**config.mk**
```make
export PLATFORM = sky130hd
export DESIGN_NAME = store_buffer
export DESIGN_NICKNAME = d
export VERILOG_FILES = /design/src/rtl/mips_mem_pkg.sv /design/src/rtl/store_buffer_match.sv /design/src/rtl/store_buffer.sv
export SDC_FILE = /design/constraint.sdc
export NUM_CORES = 1
export LEC_CHECK = 0
export CAP_MARGIN = 25
export CORE_MARGIN = 3
export CORE_UTILIZATION = 40
export DETAILED_ROUTE_END_ITERATION = 10
export PLACE_DENSITY = 0.77
export SYNTH_ARGS = -nofsm -noshare
export SYNTH_HDL_FRONTEND = slang
export SYNTH_SLANG_ARGS = --single-unit
export TNS_END_PERCENT = 20
```
**constraint.sdc**
```tcl
create_clock -name clk -period 2.65 [get_ports clk]
set_input_delay 0.53 -clock clk [delete_from_list [all_inputs] [get_ports clk]]
set_output_delay 0.53 -clock clk [all_outputs]
set_load 0.02 [all_outputs]
```
**src/rtl/mips_mem_pkg.sv**
```systemverilog
`default_nettype none
// ============================================================================
// mips_mem_pkg -- memory-map constants and store-buffer entry type
// Rev 1.0
// ============================================================================
package mips_mem_pkg;

   localparam logic [7:0] ADDR_PORT0   = 8'hFD;
   localparam logic [7:0] ADDR_PORT1   = 8'hFE;
   localparam logic [7:0] ADDR_OUTPORT = 8'hFF;

   // Entry fields are sized for the widest supported configuration; narrower
   // instances zero-extend into them and the unused upper bits are constant.
   localparam int SB_MAX_AW = 16;
   localparam int SB_MAX_DW = 64;

   typedef struct packed {
      logic                 valid;
      logic [SB_MAX_AW-1:0] addr;
      logic [SB_MAX_DW-1:0] data;
   } sb_entry_t;

endpackage
`default_nettype wire

```
**src/rtl/store_buffer_match.sv**
```systemverilog
`default_nettype none
// ============================================================================
// store_buffer_match -- address compare with youngest-entry priority select
// Rev 1.0
// ============================================================================
module store_buffer_match #(
   parameter int DEPTH = 4,
   parameter int AW    = 8,
   parameter int DW    = 32,
   localparam int PW   = $clog2(DEPTH)
) (
   input  logic [DEPTH-1:0]         valid,
   input  logic [DEPTH-1:0][AW-1:0] addr,
   input  logic [DEPTH-1:0][DW-1:0] data,
   input  logic [PW-1:0]            oldest,
   input  logic [AW-1:0]            ld_addr,
   output logic                     hit,
   output logic [DW-1:0]            hit_data
);

   logic [DEPTH-1:0] eq;
   logic [PW-1:0]    idx;

   generate
      for (genvar i = 0; i < DEPTH; i++) begin : g_cmp
         assign eq[i] = valid[i] && (addr[i] == ld_addr);
      end
   endgenerate

   // Walk from the tail slot forward (oldest to youngest); the last match wins.
   always_comb begin
      hit      = 1'b0;
      hit_data = '0;
      idx      = '0;
      for (int k = 0; k < DEPTH; k++) begin
         idx = oldest + PW'(k);
         if (eq[idx]) begin
            hit      = 1'b1;
            hit_data = data[idx];
         end
      end
   end

endmodule
`default_nettype wire

```
**src/rtl/store_buffer.sv**
```systemverilog
`default_nettype none
// ============================================================================
// store_buffer -- circular store FIFO draining into the data memory port.
// Optional macro STORE_BUFFER_FWD_EN: forward matching store data to loads.
// Rev 1.0
// ============================================================================
module store_buffer
   import mips_mem_pkg::*;
#(
   parameter int DEPTH = 4,
   parameter int AW    = 8,
   parameter int DW    = 32
) (
   input  logic          clk,
   input  logic          rst,
   input  logic          st_valid,
   input  logic [AW-1:0] st_addr,
   input  logic [DW-1:0] st_data,
   output logic          st_ready,
   input  logic          ld_valid,
   input  logic [AW-1:0] ld_addr,
   output logic          ld_fwd_valid,
   output logic [DW-1:0] ld_fwd_data,
   output logic          ld_stall,
   output logic [AW-1:0] mem_addr,
   output logic [DW-1:0] mem_data_in,
   output logic          mem_write_en,
   output logic          empty,
   output logic          ro_drop
);

   localparam int PW = $clog2(DEPTH);
   localparam int CW = PW + 1;

   sb_entry_t     entries_q [DEPTH];
   sb_entry_t     entries_d [DEPTH];
   logic [PW-1:0] head_q, head_d;
   logic [PW-1:0] tail_q, tail_d;
   logic [CW-1:0] count_q, count_d;
   logic          ro_drop_q, ro_drop_d;

   logic          is_ro, push, pop;
   sb_entry_t     head_ent;
   logic [DEPTH-1:0]         ent_valid;
   logic [DEPTH-1:0][AW-1:0] ent_addr;
   logic [DEPTH-1:0][DW-1:0] ent_data;
   logic          hit;
   logic [DW-1:0] hit_data;
   logic          unused_entry_bits;

   assign st_ready = (count_q != CW'(DEPTH));
   assign empty    = (count_q == '0);
   assign ro_drop  = ro_drop_q;
   assign is_ro    = (st_addr == AW'(ADDR_PORT0)) || (st_addr == AW'(ADDR_PORT1));
   assign push     = st_valid && st_ready && !is_ro;
   // Holding the drain off during reset keeps discarded stores out of memory.
   assign pop      = !rst && !ld_valid && !empty;
   assign head_ent = entries_q[head_q];

   generate
      for (genvar i = 0; i < DEPTH; i++) begin : g_unpack
         assign ent_valid[i] = entries_q[i].valid;
         assign ent_addr[i]  = entries_q[i].addr[AW-1:0];
         assign ent_data[i]  = entries_q[i].data[DW-1:0];
      end
   endgenerate

   always_comb begin
      unused_entry_bits = 1'b0;
      for (int i = 0; i < DEPTH; i++) begin
         unused_entry_bits = unused_entry_bits ^ (^entries_q[i].addr) ^ (^entries_q[i].data);
      end
   end

   // The tail slot is the oldest position when full and invalid otherwise.
   store_buffer_match #(
      .DEPTH (DEPTH),
      .AW    (AW),
      .DW    (DW)
   ) u_match (
      .valid    (ent_valid),
      .addr     (ent_addr),
      .data     (ent_data),
      .oldest   (tail_q),
      .ld_addr  (ld_addr),
      .hit      (hit),
      .hit_data (hit_data)
   );

`ifdef STORE_BUFFER_FWD_EN
   assign ld_fwd_valid = hit;
   assign ld_fwd_data  = hit_data;
   assign ld_stall     = 1'b0;
`else
   logic unused_hit_data;
   assign unused_hit_data = ^hit_data;
   assign ld_fwd_valid    = 1'b0;
   assign ld_fwd_data     = '0;
   assign ld_stall        = hit;
`endif

   always_comb begin
      mem_write_en = 1'b0;
      mem_addr     = '0;
      mem_data_in  = '0;
      if (ld_valid) begin
         mem_addr = ld_addr;
      end else if (pop) begin
         mem_write_en = 1'b1;
         mem_addr     = head_ent.addr[AW-1:0];
         mem_data_in  = head_ent.data[DW-1:0];
      end
   end

   always_comb begin
      entries_d = entries_q;
      head_d    = head_q;
      tail_d    = tail_q;
      count_d   = count_q;
      ro_drop_d = st_valid && st_ready && is_ro;
      if (push) begin
         entries_d[tail_q].valid = 1'b1;
         entries_d[tail_q].addr  = SB_MAX_AW'(st_addr);
         entries_d[tail_q].data  = SB_MAX_DW'(st_data);
         tail_d                  = tail_q + PW'(1);
      end
      if (pop) begin
         entries_d[head_q].valid = 1'b0;
         head_d                  = head_q + PW'(1);
      end
      case ({push, pop})
         2'b10:   count_d = count_q + CW'(1);
         2'b01:   count_d = count_q - CW'(1);
         default: count_d = count_q;
      endcase
   end

   always_ff @(posedge clk) begin
      if (rst) begin
         count_q   <= '0;
         head_q    <= '0;
         tail_q    <= '0;
         ro_drop_q <= 1'b0;
         for (int i = 0; i < DEPTH; i++) begin
            entries_q[i].valid <= 1'b0;
         end
      end else begin
         count_q   <= count_d;
         head_q    <= head_d;
         tail_q    <= tail_d;
         ro_drop_q <= ro_drop_d;
         entries_q <= entries_d;
      end
   end

endmodule
`default_nettype wire

```
---- After elaboration in Yosys (flattened, before gate mapping) ----
Cells that the tools add are included.
word-level totals
  output and inout port bits .............. 78
  logic and storage cells ................. 95
  register bits ........................... 332
  bits of input ports ..................... 52
operators by class
  add/subtract/negate cells ............... 6
  multiplexer cells ....................... 36
  bitwise operators ....................... 2
  equal/unequal tests ..................... 9
  order comparisons ....................... 8
  reductions and logical operators ........ 18
operators with widths
  kind                                                      count
  bitwise mux 324 bit                                       4
  demux 81 bit (select 2 bit)                               4
  two-way mux 324 bit                                       2
  binary-select mux 81 bit (select 2 bit)                   1
  two-way mux 81 bit                                        2
  two-way mux 72 bit                                        2
  two-way mux 80 bit                                        1
  two-way mux 32 bit                                        2
  two-way mux 64 bit                                        1
  equality test 8 bit                                       4
  equality test 8 bit, second input constant                2
  two-way mux 8 bit                                         2
  < comparator 2 x 3 -> 1 bit, second input constant        4
  logical AND 1 bit                                         11
  two-way mux 1 bit                                         10
  binary-select mux 1 bit (select 2 bit)                    4
  greater-or-equal comparator 3 bit, second input constant  2
  < comparator 3 x 1 -> 1 bit, second input constant        2
  inverter 2 -> 3 bit                                       2
  one-hot mux 3 bit (2 select lines)                        1
  adder 2 x 1 -> 2 bit, second input constant               2
  adder 2 bit, second input constant                        2
  zero test 1 bit                                           4
  adder 3 x 1 -> 3 bit, second input constant               1
  7 further kinds                                           7

---- Depth between registers and ports, before layout ----
Gate-level depths: netlist of run 1.
  depth in word-level cells ............... 11
  depth in mapped cells ................... 9
  mapped depth without buffers ............ 9

---- By module ----
Synthesis of run 1 repeated with hierarchy kept, for this count alone.
second synthesis, totals
  cell total of the unflattened synthesis .. 866
  area total of the unflattened synthesis .. 10945.5 µm²
modules (own cells, without submodules)
  module              area an instance (µm²)  cells an instance  instances  sequential area each (µm²)
  store_buffer        7186.9                  373                1          5044.8
  store_buffer_match  3758.6                  493                1          0.0

---- Worst setup path after synthesis of run 1 ----
OpenSTA, ideal clock, no wires.
  kind .................................... input to register
  start point ............................. input port st_addr[0]
  end point ............................... register with a tool-made name
  cell stages on the path ................. 5
  arrival time ............................ 2.187 ns
  required time ........................... 2.249 ns
  setup time .............................. 0.401 ns
  buffers on the path ..................... 0
  path slack .............................. 0.062 ns
  cell sequence ........................... xnor2_1 > o311a_4 > clkinv_2 > nor2_1 > and2_1
RTL lines
  what             line                RTL
  start, declared  store_buffer.sv:17  input logic [AW-1:0] st_addr,

---- Worst setup path after layout of run 1 ----
  start point ............................. input port st_addr[1]
  end point ............................... register count_q[2]
on the way
  word-level cells in the longest chain between the ends .. 6
  elaborated cells on any way between the ends .. 9
  classes of those cells .................. 4 x eq/ne; 1 x mux; 4 x reduce/logical
RTL lines
  what                                                                             line                 RTL
  equality test 8 bit                                                              store_buffer.sv:54   assign is_ro = (st_addr == AW'(ADDR_PORT0)) || (st_addr == AW'(ADDR_PORT1));
  logical OR 1 bit *                                                               store_buffer.sv:54
  zero test 1 bit *                                                                store_buffer.sv:55   assign push = st_valid && st_ready && !is_ro;
  logical AND 1 bit *                                                              store_buffer.sv:55
  equality test 2 x 1 -> 1 bit / equality test 2 bit (equally long branches)       store_buffer.sv:131  case ({push, pop})
  one-hot mux 3 bit (2 select lines) / nonzero test 2 bit (equally long branches)  -
  end signal, assigned                                                             store_buffer.sv:148  count_q <= count_d;
  end, declared                                                                    store_buffer.sv:39   logic [CW-1:0] count_q, count_d;
Mark *: on every way between the ends. The rest lies on a longest branch, timed or not.
A chain may end at the register's enable or synchronous reset.

==> flow_summary.json, run 1 <==
{
  "slowest_stage": "clkdlybuf4s50_1",
  "arrival_ns": 2.93,
  "final.period_utilization": 0.9765,
  "crit_chain": "clkdlybuf4s50_1 -> xnor2_1 -> o311a_4 -> clkinv_2 -> ha_1 -> inv_1 -> fa_1 -> xor2_1 -> or3_1 -> a21oi_1",
  "reg2reg_from": "count_q[2]",
  "yosysUniqueCellTypes": 33,
  "tns_ns": 0,
  "firstDrtPassIters": 4,
  "cp.buffers_inverters": 3,
  "dieWidth_um": 142.2,
  "cts_buffer_depth": 2,
  "drt-total-wl_um": 15030,
  "status": "finished, final reports clean",
  "fillers": 1446,
  "clk_latency_ns": 0.41,
  "crit_path_max_fanout": 5,
  "postSynthAreaPerCell_um2": 17.72,
  "grt_max_degree": 43,
  "end_kind": "flop",
  "vias": 3975,
  "diodes": 0,
  "cp-start-kind": "primary input",
  "grt_pass1_wl_um": 23050,
  "ys_seq_area_frac": 0.6796,
  "place_inst": 752,
  "overflow": 0,
  "row_count": 49,
  "path_clk_slew_ns": 0.06,
  "cts_tree": "yes",
  "post_layout_nonfiller_instances": 788,
  "core_area_um2": 18090,
  "routedWlPerCell_um": 19.07,
  "rsz0062_at_grt": "yes",
  "layout_common_cells": "edfxtp_1 (160), clkdlybuf4s50_1 (50), mux4_2 (38), conb_1 (33), and2_1 (32)",
  "postCtsHoldBufs": 0,
  "drc": 0,
  "cts_sinks": 172,
  "gr-usage-all-layers": 0.1514,
  "synth_cells": 419,
  "final-max-slew-violation-count": 0,
  "hold_depth": 1,
  "drt_iter0_drc": 226,
  "drive_gt1_frac": 0.2236,
  "finClkSkew_ns": 0.007813,
  "cap_violations": 0,
  "htree_levels": 4,
  "nets": 608,
  "slowest_delay_ns": 0.48,
  "worst_r2r_endpoint": "count_q[2]",
  "fin_util": 0.5200,
  "vias_per_cell": 5.044,
  "max_freq_mhz": 386.4,
  "pin_count": 130,
  "regToRegSetupSlack_ns": 0.35,
  "yosys_register_bits": 172,
  "clock-root-buffer": "clkbuf_16",
  "power_density_nw_per_um2": 719.3,
  "cts_buffers": 17,
  "required_ns": 2.99,
  "final_common_cell": "edfxtp_1",
  "hpwl_um": 9827,
  "critPathKind": "in2reg",
  "ir_drop_mv": 0.4357,
  "reg2reg_depth": 9,
  "grt_pass1_vias": 4207,
  "netlist_area_um2": 7423,
  "min-delay-start": "st_addr[0]",
  "finalHoldViolCount": 0,
  "ant_nets": 0,
  "ys_warn_count": 0,
  "syn_to_final_growth_pct": 26.70,
  "p_leak_nw": 3.330,
  "setup_viol": 0,
  "start_util": 0.4104,
  "antenna_found_initial": 0,
  "hold_path.class": "in2reg",
  "crit_family": "buffers and inverters",
  "die_h_um": 142.2,
  "fin_crit_ns": 2.588,
  "portBuffers": 96,
  "place_congestion": 0.8781,
  "die_area_um2": 20230
}
-- how the worst max path moves through the flow --
stage,start,depth (start not counted),to
after detailed placement,st_addr[0],10,count_q[2]
after global placement,ld_addr[5],6,ld_stall
after floorplan,st_addr[0],5,flop
after global routing,st_addr[1],10,count_q[2]
final,st_addr[1],10,count_q[2]
after CTS,ld_addr[3],6,ld_stall
-- through the flow --
| stage | setup slack [ns] | hold slack, ns | power (mW) | instance area, µm² |
|---|---|---|---|---|
| 2_1_floorplan | 0.06173 | 0.4658 | 4.034 | 7543 |
| 3_3_place_gp | -0.3371 | 0.4743 | 4.444 | 8811 |
| 3_5_place_dp | -0.3862 | 0.4956 | 4.475 | 8811 |
| 4_1_cts | 0.001753 | 0.5046 | 6.797 | 9356 |
| 5_1_grt | -0.02575 | 0.5020 | 7.044 | 9405 |
| 6_report | 0.06225 | 0.4839 | 6.766 | 9405 |
-- what timing repair did --
item                                    in CTS  in global routing
gates resized for setup                     44                 33
endpoints found under the setup margin      41                 18
cloned                                       0                  1
buffers inserted                             2                  1
-- power by group --
part / internal (mW) / leakage [nW] / total (mW) / switching (mW)
sequential: 3.08 / 1.55 / 3.14 / 0.0615
clock: 1.38 / 0.269 / 2.35 / 0.965
combinational: 0.663 / 1.51 / 1.28 / 0.619
-- kinds of logic after synthesis --
| kind of cell | share of synthesized area |
|---|---|
| flops | 0.6796 |
| mux | 0.1224 |
| simple gates | 0.05596 |
| compound gates | 0.02377 |
| other cells | 0.0005052 |
| buf+inv | 0.05748 |
| fa+ha+maj | 0.01787 |
| xor+xnor | 0.04247 |
-- metal layers --
metal | vias up | global-route usage | wire, µm
li1 | 1797 | - | -
met1 | 2023 | 0.1933 | 6353
met2 | 143 | 0.2581 | 7759
met3 | 12 | 0.04099 | 761
met4 | 0 | 0.03838 | 157
met5 | - | 0 | 0
-- layout make-up --
class	instances	area (µm²)	area share
Sequential cell	172	5050	0.5369
Multi-Input combinational cell	213	2096	0.2228
Timing Repair Buffer	134	1381	0.1469
Clock buffer	20	436.7	0.04643
Tap cell	229	286.5	0.03046
Clock inverter	12	123.9	0.01317
Inverter	8	31.28	0.003326
-- synthesized netlist by cell type, drive strengths merged --
cell type / count / area [µm²]
or3: 1 / 6.260
fa: 1 / 20.02
inv: 7 / 26.28
o311a: 1 / 21.27
a22o: 8 / 70.07
clkbuf: 13 / 48.80
edfxtp: 160 / 4805
buf: 45 / 346.6
xor2: 30 / 262.8
dfxtp: 12 / 240.2
nand4: 6 / 37.54
a211oi: 4 / 30.03
o21ai: 2 / 10.01
nor4: 4 / 25.02
clkinv: 1 / 5.000
xnor2: 6 / 52.55
nand3: 1 / 5.000
nor3: 8 / 56.31
mux4: 40 / 908.4
or3b: 1 / 11.26
nor2: 7 / 26.28
and2: 36 / 225.2
conb: 1 / 3.750
a21oi: 9 / 45.04
nand2: 6 / 22.52
ha: 9 / 112.6
No activity file was read; power rests on OpenSTA's default activity.
==> inputs of run 2 (changes only) <==
CAP_MARGIN = unset   (was 25)
==> results of run 2 <==
The final DEF is identical to that of run 1; final timing and power are the same.
==> inputs of run 3 (changes only) <==
ABC_AREA = 1   (was unset)
CTS_CLUSTER_DIAMETER = 40   (was unset)
HOLD_SLACK_MARGIN = 0.15   (was unset)
PLACE_DENSITY = 0.76   (was 0.77)
==> flow_summary.json, run 3 <==
{
  "endpoint": "mem_data_in[12]",
  "crit_family": "buffers and inverters",
  "path_clk_slew_ns": 0.06,
  "synth_edf_count": 160,
  "max_freq_mhz": 392.1,
  "postCtsHoldBufs": 0,
  "place_congestion": 0.8648,
  "p_leak_nw": 3.816,
  "grt_pass1_wl_um": 28080,
  "finClkSkew_ns": 0.009538,
  "drt-total-wl_um": 17700,
  "portBuffers": 96,
  "required_ns": 2.12,
  "cp_num_cells": 6,
  "reg2reg_depth": 12,
  "yosys_register_bits": 172,
  "layout_common_cells": "edfxtp_1 (160), nor2_1 (156), o21ai_0 (91), nand2_1 (87), a21oi_1 (59)",
  "grt_pass1_vias": 5536,
  "setup_viol": 0,
  "syn_to_final_growth_pct": 24.70,
  "cts_tree": "yes",
  "crit_chain": "clkdlybuf4s50_1 -> inv_4 -> nand3_2 -> buf_12 -> a21oi_1 -> dlygate4sd2_1",
  "end_kind": "output pin",
  "startpoint": "rst",
  "drt_iter0_drc": 431,
  "netlist_area_um2": 7796,
  "final-max-slew-violation-count": 0,
  "ir_drop_mv": 0.4675,
  "firstDrtPassIters": 5,
  "slowest_stage": "clkdlybuf4s50_1",
  "vias": 5569,
  "power_mw": 6.469,
  "clock-root-buffer": "clkbuf_16",
  "setup_slack_ns": 0.09946,
  "fin_crit_ns": 2.551,
  "yosysUniqueCellTypes": 27,
  "power_density_nw_per_um2": 665.4,
  "drive_gt1_frac": 0.1015,
  "row_count": 50,
  "final_common_cell": "edfxtp_1",
  "post_layout_nonfiller_instances": 1137,
  "htree_levels": 4,
  "die_area_um2": 21200,
  "die_h_um": 145.6,
  "postSynthAreaPerCell_um2": 10.55,
  "critPathKind": "in2out",
  "cp.buffers_inverters": 4,
  "finalHoldViolCount": 0,
  "slowest_delay_ns": 0.49,
  "gr-usage-all-layers": 0.1665,
  "ys_seq_area_frac": 0.6471,
  "cp-start-kind": "primary input",
  "vias_per_cell": 4.898,
  "crit_path_max_fanout": 24,
  "worst_r2r_endpoint": "count_q[2]",
  "fin_util": 0.5129,
  "yosysTopAreaCellShare": 0.6163,
  "regToRegSetupSlack_ns": 0.42,
  "routedWlPerCell_um": 15.56,
  "synth_area_leaders": "edfxtp_1 (62%), nor2_1 (7.7%), o21ai_0 (5.8%), nand2_1 (4.2%), a21oi_1 (3.8%)",
  "cts_setup_buffers": 0,
  "reg2reg_from": "count_q[1]",
  "diodes": 0,
  "pin_count": 130,
  "rsz0062_at_grt": "no",
  "dieWidth_um": 145.6,
  "ant_nets": 0,
  "arrival_ns": 2.02,
  "clk_latency_ns": 0.42,
  "ys_warn_count": 0,
  "final.period_utilization": 0.9625,
  "start_util": 0.4113,
  "cts_buffer_depth": 2,
  "yosysTopAreaCell": "edfxtp_1",
  "place_inst": 1105,
  "hold_path.class": "reg2reg",
  "hpwl_um": 11600,
  "tns_ns": 0,
  "antenna_found_initial": 0,
  "nets": 926,
  "drc": 0,
  "synth_common_cells": "edfxtp_1 (160), nor2_1 (160), o21ai_0 (91), nand2_1 (87), a21oi_1 (59)",
  "synth_cells": 739,
  "cap_violations": 0,
  "status": "finished, final reports clean",
  "core_area_um2": 18960,
  "cts_sinks": 172,
  "grt_max_degree": 54,
  "overflow": 0,
  "dpl_worst_slack_ns": -0.2454,
  "cts_buffers": 17,
  "ys.flop_type": "edfxtp_1",
  "postSynth.asyncResetShare": 0
}
run 3: final cells by class:
| cell class | count | area [µm²] |
|---|---|---|
| clock inverters | 15 | 131.4 |
| inverters | 54 | 207.7 |
| flip-flops and latches | 172 | 5050 |
| well taps | 260 | 325.3 |
| fillers | 1687 | 9234 |
| multi-input cells | 479 | 2197 |
| repair buffers | 140 | 1385 |
| clock buffers | 17 | 425.4 |
run 3: worst min path at each step:
stage	startpoint	to	slack, ns	depth (start not counted)
after detailed placement	ent_valid[1]	ent_valid[1]	0.45	2
after floorplan	ent_valid[0]	ent_valid[0]	0.43	2
after global routing	ent_valid[1]	ent_valid[1]	0.48	2
after global placement	ent_valid[1]	ent_valid[1]	0.45	2
final	ent_valid[1]	ent_valid[1]	0.46	2
after CTS	ent_valid[1]	ent_valid[1]	0.46	2
run 3: cell families after synthesis:
kind of cell | Yosys count | synth area share
AO/OA/AOI/OAI | 159 | 0.1026
XOR/XNOR | 3 | 0.003371
adder cells (fa/ha/maj) | 10 | 0.01701
buffers and inverters | 120 | 0.09035
flip-flops | 172 | 0.6471
other | 1 | 0.0004810
AND/OR/NAND/NOR | 274 | 0.1391
run 3: worst reg2reg max path, delay by kind of cell, from the launching register on:
family	cells	cell delay, ns
compound gates	4	0.48
flops	1	0.33
fa+ha+maj	2	0.50
simple gates	2	0.31
buf+inv	4	0.48
run 3: through the flow:
stage	hold slack, ns	instance area, µm²
floorplan	0.4253	7924
global placement	0.4528	9219
detailed placement	0.4521	9219
CTS	0.4622	9726
global route	0.4774	9722
finish	0.4637	9722
run 3: where the power goes:
part	total, mW	internal, mW	switching [mW]
clock network	2.35	1.36	0.982
registers	3.09	3.06	0.0327
logic	1.03	0.377	0.656
total	6.47	4.80	1.67
run 3: timing repair:
item / in CTS / in global routing
pin swaps: 0 / 0
gates resized for setup: 43 / 2
endpoints found under the hold margin: 0 / 0
setup endpoints to repair: 42 / 1
run 3: layer usage:
layer  vias to the layer above  global-route usage  routed length, µm  part of all wire
met3                        27             0.03426               1063             0.060
li1                       2689                   -                  -                 -
met1                      2639              0.2084               7487              0.42
met2                       214              0.2853               8835              0.50
met4                         0             0.06410                310             0.018
met5                         -                   0                  0                 0
